### src/rtl/fft_sep_pkg.sv
// fft_sep_pkg: shared types and defaults for the FFT peak separator.
// Holds the FSM state encoding, the default FFT geometry, the peak record
// and the bin-distance helper used for the exclusion zone around peak1.
package fft_sep_pkg;

  localparam int N_FFT_DEF  = 2048;
  localparam int LOG2_N_DEF = 11;
  localparam int FS_HZ_DEF  = 500000;

  localparam int MAG_W  = 28;
  localparam int BIN_W  = 11;
  localparam int FREQ_W = 20;

  typedef logic [2:0] state_t;

  localparam state_t ST_IDLE    = 3'd0;
  localparam state_t ST_COLLECT = 3'd1;
  localparam state_t ST_H1_RD   = 3'd2;
  localparam state_t ST_H1_CMP  = 3'd3;
  localparam state_t ST_H2_RD   = 3'd4;
  localparam state_t ST_H2_CMP  = 3'd5;
  localparam state_t ST_CALC    = 3'd6;
  localparam state_t ST_DONE    = 3'd7;

  typedef struct packed {
    logic [27:0] mag;
    logic [10:0] bin;
  } peak_t;

  // Absolute distance between two bin numbers.
  function automatic logic [10:0] bin_dist(input logic [10:0] a, input logic [10:0] b);
    return (a >= b) ? (a - b) : (b - a);
  endfunction

endpackage

### src/rtl/fft_half_spec_ram.sv
// fft_half_spec_ram: 1024 x 28 simple dual-port RAM holding the lower half
// of the magnitude spectrum. One write port, one read port with a
// registered (one-cycle) read. Only built with SIG_SEP_WAVE_CLASS_EN.
module fft_half_spec_ram
  import fft_sep_pkg::*;
(
  input  logic             clk,
  input  logic             wr_en,
  input  logic [9:0]       wr_addr,
  input  logic [MAG_W-1:0] wr_data,
  input  logic [9:0]       rd_addr,
  output logic [MAG_W-1:0] rd_data
);

  logic [MAG_W-1:0] mem [0:1023];

  // Write the incoming bin and return the addressed word one cycle later
  always_ff @(posedge clk) begin
    if (wr_en) begin
      mem[wr_addr] <= wr_data;
    end
    rd_data <= mem[rd_addr];
  end

endmodule

### src/rtl/fft_peak_separator.sv
// fft_peak_separator: tracks the two strongest peaks of one FFT frame,
// converts their bins to Hz and publishes them with a one-cycle result_valid.
// Build option SIG_SEP_WAVE_CLASS_EN adds the half-spectrum RAM and the
// 3rd-harmonic sine/triangle classification; without it is_tri is tied 0.
module fft_peak_separator
  import fft_sep_pkg::*;
#(
  parameter int          N_FFT       = N_FFT_DEF,
  parameter int          LOG2_N      = LOG2_N_DEF,
  parameter int          FS_HZ       = FS_HZ_DEF,
  parameter int          MIN_BIN     = 4,
  parameter int          GUARD       = 3,
  parameter logic [27:0] NOISE_FLOOR = 28'd1000
`ifdef SIG_SEP_WAVE_CLASS_EN
  ,
  parameter int          TRI_SHIFT   = 4
`endif
) (
  input  logic        clk,
  input  logic        rst_n,
  input  logic        enable,
  input  logic [27:0] magnitude,
  input  logic [10:0] bin_index,
  input  logic        magnitude_valid,
  input  logic        processing_done,
  output logic        busy,
  output logic        result_valid,
  output logic [10:0] peak1_bin,
  output logic [10:0] peak2_bin,
  output logic [27:0] peak1_mag,
  output logic [27:0] peak2_mag,
  output logic [19:0] peak1_freq_hz,
  output logic [19:0] peak2_freq_hz,
  output logic        peak1_is_tri,
  output logic        peak2_is_tri,
  output logic        peak2_found
);

  localparam logic [10:0] HALF_B  = 11'(N_FFT / 2);
  localparam logic [10:0] MIN_B   = 11'(MIN_BIN);
  localparam logic [10:0] GUARD_B = 11'(GUARD);
  localparam logic [29:0] FS_W    = 30'(FS_HZ);

`ifdef SIG_SEP_WAVE_CLASS_EN
  localparam state_t ST_AFTER_COLLECT = ST_H1_RD;
`else
  localparam state_t ST_AFTER_COLLECT = ST_CALC;
`endif

  state_t      state;
  peak_t       p1, p2;
  peak_t       base1, base2, next1, next2, kept;
  logic        take_bin, in_half, qualifies;
  logic [29:0] prod1, prod2;
  logic [19:0] freq1, freq2;

  // Fold the bin presented this cycle into the working peak pair
  always_comb begin
    take_bin  = enable && magnitude_valid && ((state == ST_IDLE) || (state == ST_COLLECT));
    in_half   = (bin_index < HALF_B);
    qualifies = in_half && (bin_index >= MIN_B);
    base1     = p1;
    base2     = p2;
    if ((state == ST_IDLE) || (bin_index == '0)) begin
      base1 = '0;
      base2 = '0;
    end
    next1 = base1;
    next2 = base2;
    kept  = base2;
    if (qualifies) begin
      if (magnitude > base1.mag) begin
        kept = (bin_dist(bin_index, base1.bin) > GUARD_B) ? base1 : base2;
        if (bin_dist(kept.bin, bin_index) <= GUARD_B) begin
          kept = '0;
        end
        next1 = '{mag: magnitude, bin: bin_index};
        next2 = kept;
      end else if ((magnitude > base2.mag) && (bin_dist(bin_index, base1.bin) > GUARD_B)) begin
        next2 = '{mag: magnitude, bin: bin_index};
      end
    end
  end

  // Working peaks follow every accepted bin
  always_ff @(posedge clk or negedge rst_n) begin
    if (!rst_n) begin
      p1 <= '0;
      p2 <= '0;
    end else if (take_bin) begin
      p1 <= next1;
      p2 <= next2;
    end
  end

  // Frame sequencing; dropping enable abandons the frame and keeps old results
  always_ff @(posedge clk or negedge rst_n) begin
    if (!rst_n) begin
      state <= ST_IDLE;
      busy  <= 1'b0;
    end else if (!enable) begin
      state <= ST_IDLE;
      busy  <= 1'b0;
    end else begin
      case (state)
        ST_IDLE: begin
          if (magnitude_valid) begin
            state <= ST_COLLECT;
            busy  <= 1'b1;
          end
        end
        ST_COLLECT: begin
          if (processing_done) begin
            state <= ST_AFTER_COLLECT;
          end
        end
`ifdef SIG_SEP_WAVE_CLASS_EN
        ST_H1_RD:  state <= ST_H1_CMP;
        ST_H1_CMP: state <= ST_H2_RD;
        ST_H2_RD:  state <= ST_H2_CMP;
        ST_H2_CMP: state <= ST_CALC;
`endif
        ST_CALC:   state <= ST_DONE;
        ST_DONE: begin
          state <= ST_IDLE;
          busy  <= 1'b0;
        end
        default:   state <= ST_IDLE;
      endcase
    end
  end

`ifdef SIG_SEP_WAVE_CLASS_EN
  peak_t       rd_peak;
  logic [11:0] h_addr;
  logic [27:0] ram_q;
  logic        wr_en;
  logic        tri_hit;
  logic        tri1, tri2;

  // Address the 3rd harmonic of the peak being examined and judge its strength
  always_comb begin
    rd_peak = ((state == ST_H1_RD) || (state == ST_H1_CMP)) ? p1 : p2;
    h_addr  = 12'(rd_peak.bin) * 12'd3;
    tri_hit = (h_addr < 12'(HALF_B)) && (rd_peak.mag != '0) &&
              ((32'(ram_q) << TRI_SHIFT) >= 32'(rd_peak.mag));
    wr_en   = take_bin && in_half;
  end

  fft_half_spec_ram u_ram (
    .clk     (clk),
    .wr_en   (wr_en),
    .wr_addr (bin_index[9:0]),
    .wr_data (magnitude),
    .rd_addr (h_addr[9:0]),
    .rd_data (ram_q)
  );

  // Capture each harmonic verdict as its lookup returns
  always_ff @(posedge clk or negedge rst_n) begin
    if (!rst_n) begin
      tri1 <= 1'b0;
      tri2 <= 1'b0;
    end else if (enable) begin
      if (state == ST_H1_CMP) tri1 <= tri_hit;
      if (state == ST_H2_CMP) tri2 <= tri_hit;
    end
  end
`else
  assign peak1_is_tri = 1'b0;
  assign peak2_is_tri = 1'b0;
`endif

  // Bin-to-Hz products; the low LOG2_N bits are dropped to divide by N_FFT
  always_comb begin
    prod1 = 30'(p1.bin) * FS_W;
    prod2 = 30'(p2.bin) * FS_W;
  end

  // Frequencies settle in CALC, then the whole result is published in DONE
  always_ff @(posedge clk or negedge rst_n) begin
    if (!rst_n) begin
      freq1         <= '0;
      freq2         <= '0;
      result_valid  <= 1'b0;
      peak1_bin     <= '0;
      peak2_bin     <= '0;
      peak1_mag     <= '0;
      peak2_mag     <= '0;
      peak1_freq_hz <= '0;
      peak2_freq_hz <= '0;
      peak2_found   <= 1'b0;
`ifdef SIG_SEP_WAVE_CLASS_EN
      peak1_is_tri  <= 1'b0;
      peak2_is_tri  <= 1'b0;
`endif
    end else begin
      result_valid <= 1'b0;
      if (enable && (state == ST_CALC)) begin
        freq1 <= 20'(prod1 >> LOG2_N);
        freq2 <= 20'(prod2 >> LOG2_N);
      end
      if (enable && (state == ST_DONE)) begin
        result_valid  <= 1'b1;
        peak1_bin     <= p1.bin;
        peak2_bin     <= p2.bin;
        peak1_mag     <= p1.mag;
        peak2_mag     <= p2.mag;
        peak1_freq_hz <= freq1;
        peak2_freq_hz <= freq2;
        peak2_found   <= (p2.mag > NOISE_FLOOR);
`ifdef SIG_SEP_WAVE_CLASS_EN
        peak1_is_tri  <= tri1;
        peak2_is_tri  <= tri2;
`endif
      end
    end
  end

endmodule

### config.mk
export PLATFORM = sky130hd
export DESIGN_NAME = fft_peak_separator
export DESIGN_NICKNAME = d
export VERILOG_FILES = /design/src/rtl/fft_sep_pkg.sv /design/src/rtl/fft_half_spec_ram.sv /design/src/rtl/fft_peak_separator.sv
export SDC_FILE = /design/constraint.sdc
export NUM_CORES = 1
export LEC_CHECK = 0
export ABC_AREA = 1
export CAP_MARGIN = 20
export CORE_MARGIN = 8
export CORE_UTILIZATION = 29
export CTS_CLUSTER_SIZE = 28
export DETAILED_ROUTE_END_ITERATION = 6
export PLACE_DENSITY = 0.47
export SYNTH_ARGS = -nofsm -noshare
export SYNTH_HDL_FRONTEND = slang
export SYNTH_SLANG_ARGS = --single-unit
### constraint.sdc
create_clock -name clk -period 5.4 [get_ports clk]
set_input_delay 1.35 -clock clk [delete_from_list [all_inputs] [get_ports clk]]
set_output_delay 1.35 -clock clk [all_outputs]
set_load 0.02 [all_outputs]
Yosys cells after proc, flatten, opt, wreduce, memory -nomap -nowiden
Index checks and enable logic that the tools add are counted.
{"block": "word_totals", "out_inout_bits": 123, "elab_cells": 68, "ff_bits": 238, "input_bits": 44}
{"block": "classes", "eq_ne": 6, "n_lt_le_gt_ge": 9, "n_mux": 19, "n_mul": 2, "reduce_logical": 12, "add_sub_neg": 4}
{"cell": "39-bit two-way mux", "n": 9}
{"cell": "28-bit greater-than comparator", "n": 2}
{"cell": "11-bit by 14-bit multiplier with 25-bit output, second input constant", "n": 2}
{"cell": "11-bit subtractor", "n": 4}
{"cell": "28-bit by 10-bit greater-than comparator with 1-bit output, second input constant", "n": 1}
{"cell": "11-bit >= comparator", "n": 2}
{"cell": "11-bit two-way mux", "n": 2}
{"cell": "11-bit by 3-bit >= comparator with 1-bit output, second input constant", "n": 1}
{"cell": "11-bit by 2-bit greater-than comparator with 1-bit output, second input constant", "n": 1}
{"cell": "11-bit by 2-bit less-or-equal comparator with 1-bit output, second input constant", "n": 1}
{"cell": "11-bit logical NOT", "n": 1}
{"cell": "11-bit < comparator, second input constant", "n": 1}
{"cell": "3-bit two-way mux", "n": 3}
{"cell": "3-bit case mux with 3 select lines", "n": 1}
{"cell": "3-bit == test, second input constant", "n": 2}
{"cell": "1-bit logical AND", "n": 6}
{"cell": "3-bit != test, second input constant", "n": 2}
{"cell": "2-bit AND reduction", "n": 2}
{"cell": "3-bit by 1-bit == test with 1-bit output, second input constant", "n": 1}
{"cell": "3-bit logical NOT", "n": 1}
{"cell": "1-bit two-way mux", "n": 3}
{"cell": "3-bit by 1-bit != test with 1-bit output, second input constant", "n": 1}
{"cell": "1-bit logical OR", "n": 2}
{"cell": "1-bit case mux with 2 select lines", "n": 1}

Depth between registers and ports, before layout
{"block": "logic_depth", "word_depth": 13, "mapped_depth": 49, "mapped_depth_nobuf": 44}

Worst setup path after synthesis
Ideal clock, no wire load.
{"block": "synth_timing", "kind": "input to register", "startpoint": "input port bin_index[4]", "endpoint": "register p2[37] (netlist bit)", "path_slack_ns": -1.114, "path_stages": 47, "t_arrival_ns": 6.448, "cell_sequence": "nor2_1 -> nand2_1 -> nor2_1 -> nand2_1 -> nand2_2 -> buf_1 -> nor2_1 -> ha_1 -> a21oi_1 -> o21ai_1 -> nand2_1 -> nand3_1 -> nor2_2 -> inv_2 -> buf_4 -> o21ai_1 -> o21ai_1 -> inv_2 -> [11 not listed] -> nand2_1 -> inv_1 -> a221oi_1 -> nand2_1 -> a21oi_1 -> nand2_1 -> buf_2 -> o21ai_0 -> nor2_1 -> nand3_1 -> nor2_1 -> nor2_1 -> buf_2 -> buf_4 -> nand3_1 -> nand3_1 -> nand2_1 -> nand2_1"}
{"block": "synth_between", "elab_chain_len": 13, "elab_cells_between_ends": 25, "cone_classes": "add/sub: 4; order compare: 8; mux: 9; reduce/logical: 4"}
{"item": "start, declared", "line": "fft_peak_separator.sv:23", "text": "input logic [10:0] bin_index,"}
{"item": "11-bit logical NOT", "line": "fft_peak_separator.sv:64", "text": "if ((state == ST_IDLE) || (bin_index == '0)) begin"}
{"item": "1-bit logical OR", "line": "fft_peak_separator.sv:64"}
{"item": "39-bit two-way mux", "line": "fft_peak_separator.sv:64"}
{"item": "11-bit subtractor or 11-bit >= comparator (tied branches)", "line": "fft_sep_pkg.sv:32", "text": "return (a >= b) ? (a - b) : (b - a);"}
{"item": "11-bit two-way mux", "line": "fft_sep_pkg.sv:32"}
{"item": "11-bit by 2-bit greater-than comparator with 1-bit output", "line": "fft_peak_separator.sv:73, fft_peak_separator.sv:79"}
{"item": "39-bit two-way mux", "line": "fft_peak_separator.sv:73", "text": "kept = (bin_dist(bin_index, base1.bin) > GUARD_B) ? base1 : base2;"}
{"item": "11-bit subtractor or 11-bit >= comparator (tied branches)", "line": "fft_sep_pkg.sv:32"}
{"item": "11-bit two-way mux", "line": "fft_sep_pkg.sv:32"}
{"item": "11-bit by 2-bit less-or-equal comparator with 1-bit output", "line": "fft_peak_separator.sv:74", "text": "if (bin_dist(kept.bin, bin_index) <= GUARD_B) begin"}
{"item": "39-bit two-way mux", "line": "fft_peak_separator.sv:74"}
{"item": "39-bit two-way mux", "line": "fft_peak_separator.sv:72", "text": "if (magnitude > base1.mag) begin"}
{"item": "39-bit two-way mux *", "line": "fft_peak_separator.sv:71", "text": "if (qualifies) begin"}
{"item": "end signal, assigned", "line": "fft_peak_separator.sv:92", "text": "p2 <= next2;"}
{"item": "end, declared", "line": "fft_peak_separator.sv:51", "text": "peak_t p1, p2;"}
Every way passes the cells marked *; elsewhere a longest branch is shown, timed or not.
A chain may end at the register's enable or synchronous reset.

Final worst setup path
{"block": "layout_timing", "startpoint": "input port bin_index[8]", "endpoint": "register p2[7] (netlist bit)"}
Same word-level chain as after synthesis.

==> impl_summary.txt <==
----------------------------------------------------
[Clock network]
  Clock edge transition at the registers on the reported setup and hold paths ... 0.06 ns
  H-tree lvl count ... 1
  Number of buffers created by CTS ... 30
  Clock network latency to the later pin of the worst-skew pair ... 0.60 ns
  Clock tree root buffer cell ... sky130_fd_sc_hd__clkbuf_16
  Hold buffer count at CTS ... 0
  Number of clock sinks ... 237
  Buffer levels on the longest clock path ... 3
  Clock tree from TritonCTS ... yes

[Place]
  Cell Area, Placed ... 0.0243 mm2
  Worst setup slack after placement ... -2.36 ns
  Placed cells ... 3786
  Port Buffers ... 162
  Routability congestion estimate from global placement ... 0.875
  Hpwl dp ... 52.7 mm

[Timing]
  Peak clock frequency supported by timing ... 159 MHz
  Clock Skews ... 0.0414 ns
  Max transition margin ... 0.459
  Final period util ... 1.17
  Least-Margin Pin Slew ... 0.812 ns
  Final-report max-slew violation count ... 0
  Setup repair after global routing missed its margin ... yes
  Setup TNS ... -32.48 ns
  Final critical-path required period ... 6.29 ns
  Final-report hold violation count ... 0
  Post-route setup slack ... -0.894 ns
  Setup-violating endpoint count in the final report ... 39

[Setup path]
  Worst r2r dst ... p2[7]$_DFFE_PN0P_
  Maximum net fanout on the critical path ... 7
  Most used cell along the critical path ... sky130_fd_sc_hd__nand2_1
  Endpoint class of the critical path ... flop
  Highest cell delay on the worst timing path ... 0.24 ns
  Arrival @ worst endpoint ... 6.75 ns
  Startpoint class of the critical path ... input port
  Slack of the worst reg-to-reg path ... -0.72 ns
  Critical path's slowest cell ... sky130_fd_sc_hd__nor2_4
  Launching point of the worst reg2reg path ... state[0]$_DFFE_PN0P_
  Crit Path Category ... in -> reg
  Cell depth of the worst flop-to-flop path ... 44
  Data required time at the worst endpoint ... 5.85 ns

[Run status]
  Failing checks ... setup timing
  Status ... finished, violations left

[Floorplanning]
  Die area ... 0.0757 mm2
  Initial standard-cell utilization of the core ... 0.291
  Die H ... 275 um
  Core area ... 0.0668 mm2
  IO Pins ... 167
  Die width ... 275 um
  Site row count ... 95

[Drt]
  First drt pass iteration count ... 5
  Total met2 wirelength after detailed routing ... 32.0 mm
  DRC ... 0
  Number of vias per cell after detailed routing ... 4.82
  Avg WL per Cell ... 17.9 um
  Via count of the routed design ... 19000
  Wire length reported by the detailed router ... 70.4 mm
  Initial detailed-routing violation count ... 1155
  Top routing layer in use ... met4
  Met3 Wirelength ... 3.00 mm
  Met1 Routed Length ... 33.2 mm
  Post-DRT Antenna Nets ... 0

[Cells and area]
  Area delta synth->final ... 39.5%
  Flip-flop and latch area ... 0.00593 mm2
  Layout fillers ... 6824
  Post-route standard cell area excluding fillers ... 0.0272 mm2
  Net total in the final layout ... 3397
  Non-filler cells, final ... 3939
  Multi-input logic area ... 0.0130 mm2
  Share of layout cells above drive strength 1 ... 0.220

[Global route]
  Number of global-route vias before repair ... 19000
  Overflow after GRT ... 0
  First-pass GRT wire length ... 110 mm
  Gr usage total ... 0.182
  Pin count of the biggest net entering global routing ... 96
  Number of antenna violations at the first check in global routing ... 0

[Min path]
  Worst Hold Endpoint ... peak2_freq_hz[4]$_DFFE_PN0P_
  Cell count of the worst hold path ... 2
  Critical hold path startpoint ... freq2[4]$_DFFE_PN0P_
  Min-Delay Path Class ... reg -> reg

[Synthesis]
  Post-synthesis instance total ... 2574
  Number of warning messages in the yosys log ... 0
  #FFs+latches synth ... 237
  Post-synth cell types ... 50
  Proportion of synthesized chip area in sequential cells ... 0.305
  Post-Syn Area ... 0.0195 mm2
  Post-synthesis average cell area ... 7.56 um2

[Job]
  MaxCap Viol Count ... 0

----------------------------------------------------
registers in the layout (all words and copies together), names as in the netlist:
| name | cells |
|---|---|
| peak2_bin | 11 |
| peak2_freq_hz | 19 |
| p1 | 39 |
| busy | 1 |
| freq1 | 19 |
| result_valid | 1 |
| peak1_freq_hz | 19 |
| state | 2 |
| peak1_bin | 11 |
| peak1_mag | 28 |
| peak2_found | 1 |
| peak2_mag | 28 |
| p2 | 39 |
| freq2 | 19 |
cell usage after synthesis (all sizes together):
library cell | count | area share
nand2 | 684 | 0.13
fa | 63 | 0.065
ha | 249 | 0.16
or2 | 6 | 0.0019
o221ai | 1 | 0.00045
nor4 | 6 | 0.0019
a31oi | 4 | 0.0013
a21boi | 1 | 0.00039
nand3b | 3 | 0.0012
dlygate4sd1 | 1 | 0.00045
o211ai | 4 | 0.0015
xor2 | 24 | 0.011
nor3b | 3 | 0.0012
a221oi | 3 | 0.0013
a2111oi | 1 | 0.00045
o21ai | 240 | 0.062
nor3 | 13 | 0.0033
conb | 1 | 0.00019
nand3 | 221 | 0.057
a21o | 4 | 0.0015
and2 | 2 | 0.00064
xnor2 | 18 | 0.0081
o2111ai | 5 | 0.0022
nor2 | 92 | 0.018
o22ai | 5 | 0.0016
o21a | 1 | 0.00039
dfrtp | 237 | 0.30
a211oi | 5 | 0.0019
clkbuf | 69 | 0.013
buf | 50 | 0.016
inv | 315 | 0.061
o31ai | 7 | 0.0027
clkinv | 3 | 0.00058
a31o | 1 | 0.00045
a21oi | 168 | 0.044
nand4 | 59 | 0.019
o21bai | 5 | 0.0019
worst max path at each step:
stage,startpoint,endpoint,depth (start not counted)
after floorplan,bin_index[2],p2[37]$_DFFE_PN0P_,48
after global placement,bin_index[10],p2[22]$_DFFE_PN0P_,42
after detailed placement,bin_index[10],p2[26]$_DFFE_PN0P_,41
after CTS,bin_index[8],p2[7]$_DFFE_PN0P_,46
after global routing,bin_index[5],p2[5]$_DFFE_PN0P_,45
final,bin_index[8],p2[7]$_DFFE_PN0P_,46
layer usage:
layer / up-vias / track usage
li1: 9411 / -
met1: 8991 / 0.248
met2: 440 / 0.297
met3: 125 / 0.0238
met4: 0 / 0.0584
met5: - / 0
area by class of cell:
type                       count  share of cell area
multi-input combinational   1904               0.480
tap                          873              0.0402
inverter                     318              0.0444
sequential                   237               0.218
clock inverter                16             0.00728
timing repair inverter         1            0.000276
clock buffer                  40              0.0312
timing repair buffer         549               0.178
antenna                        1           0.0000922
what timing repair did:
action	4_1_cts	5_1_grt
cloned	6	1
pin swaps	100	57
resized for setup	209	72
endpoints found under the setup margin	39	39
setup buffers	85	11
worst max-delay path, delay by kind of cell:
family,cells,cell delay [ns]
AO/OA/AOI/OAI,6,0.86
adder cells (fa/ha/maj),2,0.41
buffers and inverters,10,1.25
AND/OR/NAND/NOR,28,2.84
per-stage QoR:
step / utilization / hold WS [ns]
floorplan: - / 0.442
global placement: 0.363 / 0.457
detailed placement: 0.363 / 0.461
CTS: 0.401 / 0.476
global route: 0.406 / 0.497
finish: 0.406 / 0.468
cells in the final DEF (no fill, tap or decap), types with 16 or more instances in the layout:
| cell type | Yosys | final |
|---|---|---|
| sky130_fd_sc_hd__xnor2_1 | 18 | 18 |
| sky130_fd_sc_hd__nand3_2 | 1 | 55 |
| sky130_fd_sc_hd__nor2_4 | 1 | 16 |
| sky130_fd_sc_hd__clkbuf_16 | 0 | 31 |
| sky130_fd_sc_hd__xor2_1 | 24 | 24 |
| sky130_fd_sc_hd__fa_1 | 63 | 61 |
| sky130_fd_sc_hd__clkdlybuf4s50_1 | 0 | 150 |
| sky130_fd_sc_hd__nand4_1 | 59 | 59 |
| sky130_fd_sc_hd__nand3_1 | 220 | 156 |
| sky130_fd_sc_hd__nand2_2 | 2 | 33 |
| sky130_fd_sc_hd__nor2_1 | 89 | 67 |
| sky130_fd_sc_hd__buf_4 | 17 | 358 |
| sky130_fd_sc_hd__o21ai_0 | 233 | 222 |
| sky130_fd_sc_hd__buf_12 | 0 | 19 |
| sky130_fd_sc_hd__a21oi_1 | 167 | 150 |
| sky130_fd_sc_hd__inv_1 | 311 | 302 |
| sky130_fd_sc_hd__ha_4 | 0 | 20 |
| sky130_fd_sc_hd__dfrtp_1 | 237 | 237 |
| sky130_fd_sc_hd__nand2_1 | 682 | 638 |
| sky130_fd_sc_hd__ha_1 | 249 | 227 |
logic make-up (layout without fill, tap and decap cells):
group / Yosys count / count (layout) / share of synthesized area
AO/OA/AOI/OAI: 455 / 455 / 0.124
XOR/XNOR: 42 / 42 / 0.0189
adder cells (fa/ha/maj): 312 / 312 / 0.225
buffers and inverters: 438 / 924 / 0.0911
flip-flops: 237 / 237 / 0.305
other: 1 / 5 / 0.000193
AND/OR/NAND/NOR: 1089 / 1091 / 0.237
Power is left out: the tool's default activity adds up to more than one toggle a clock period on the data nets, which glitch-free logic cannot reach.
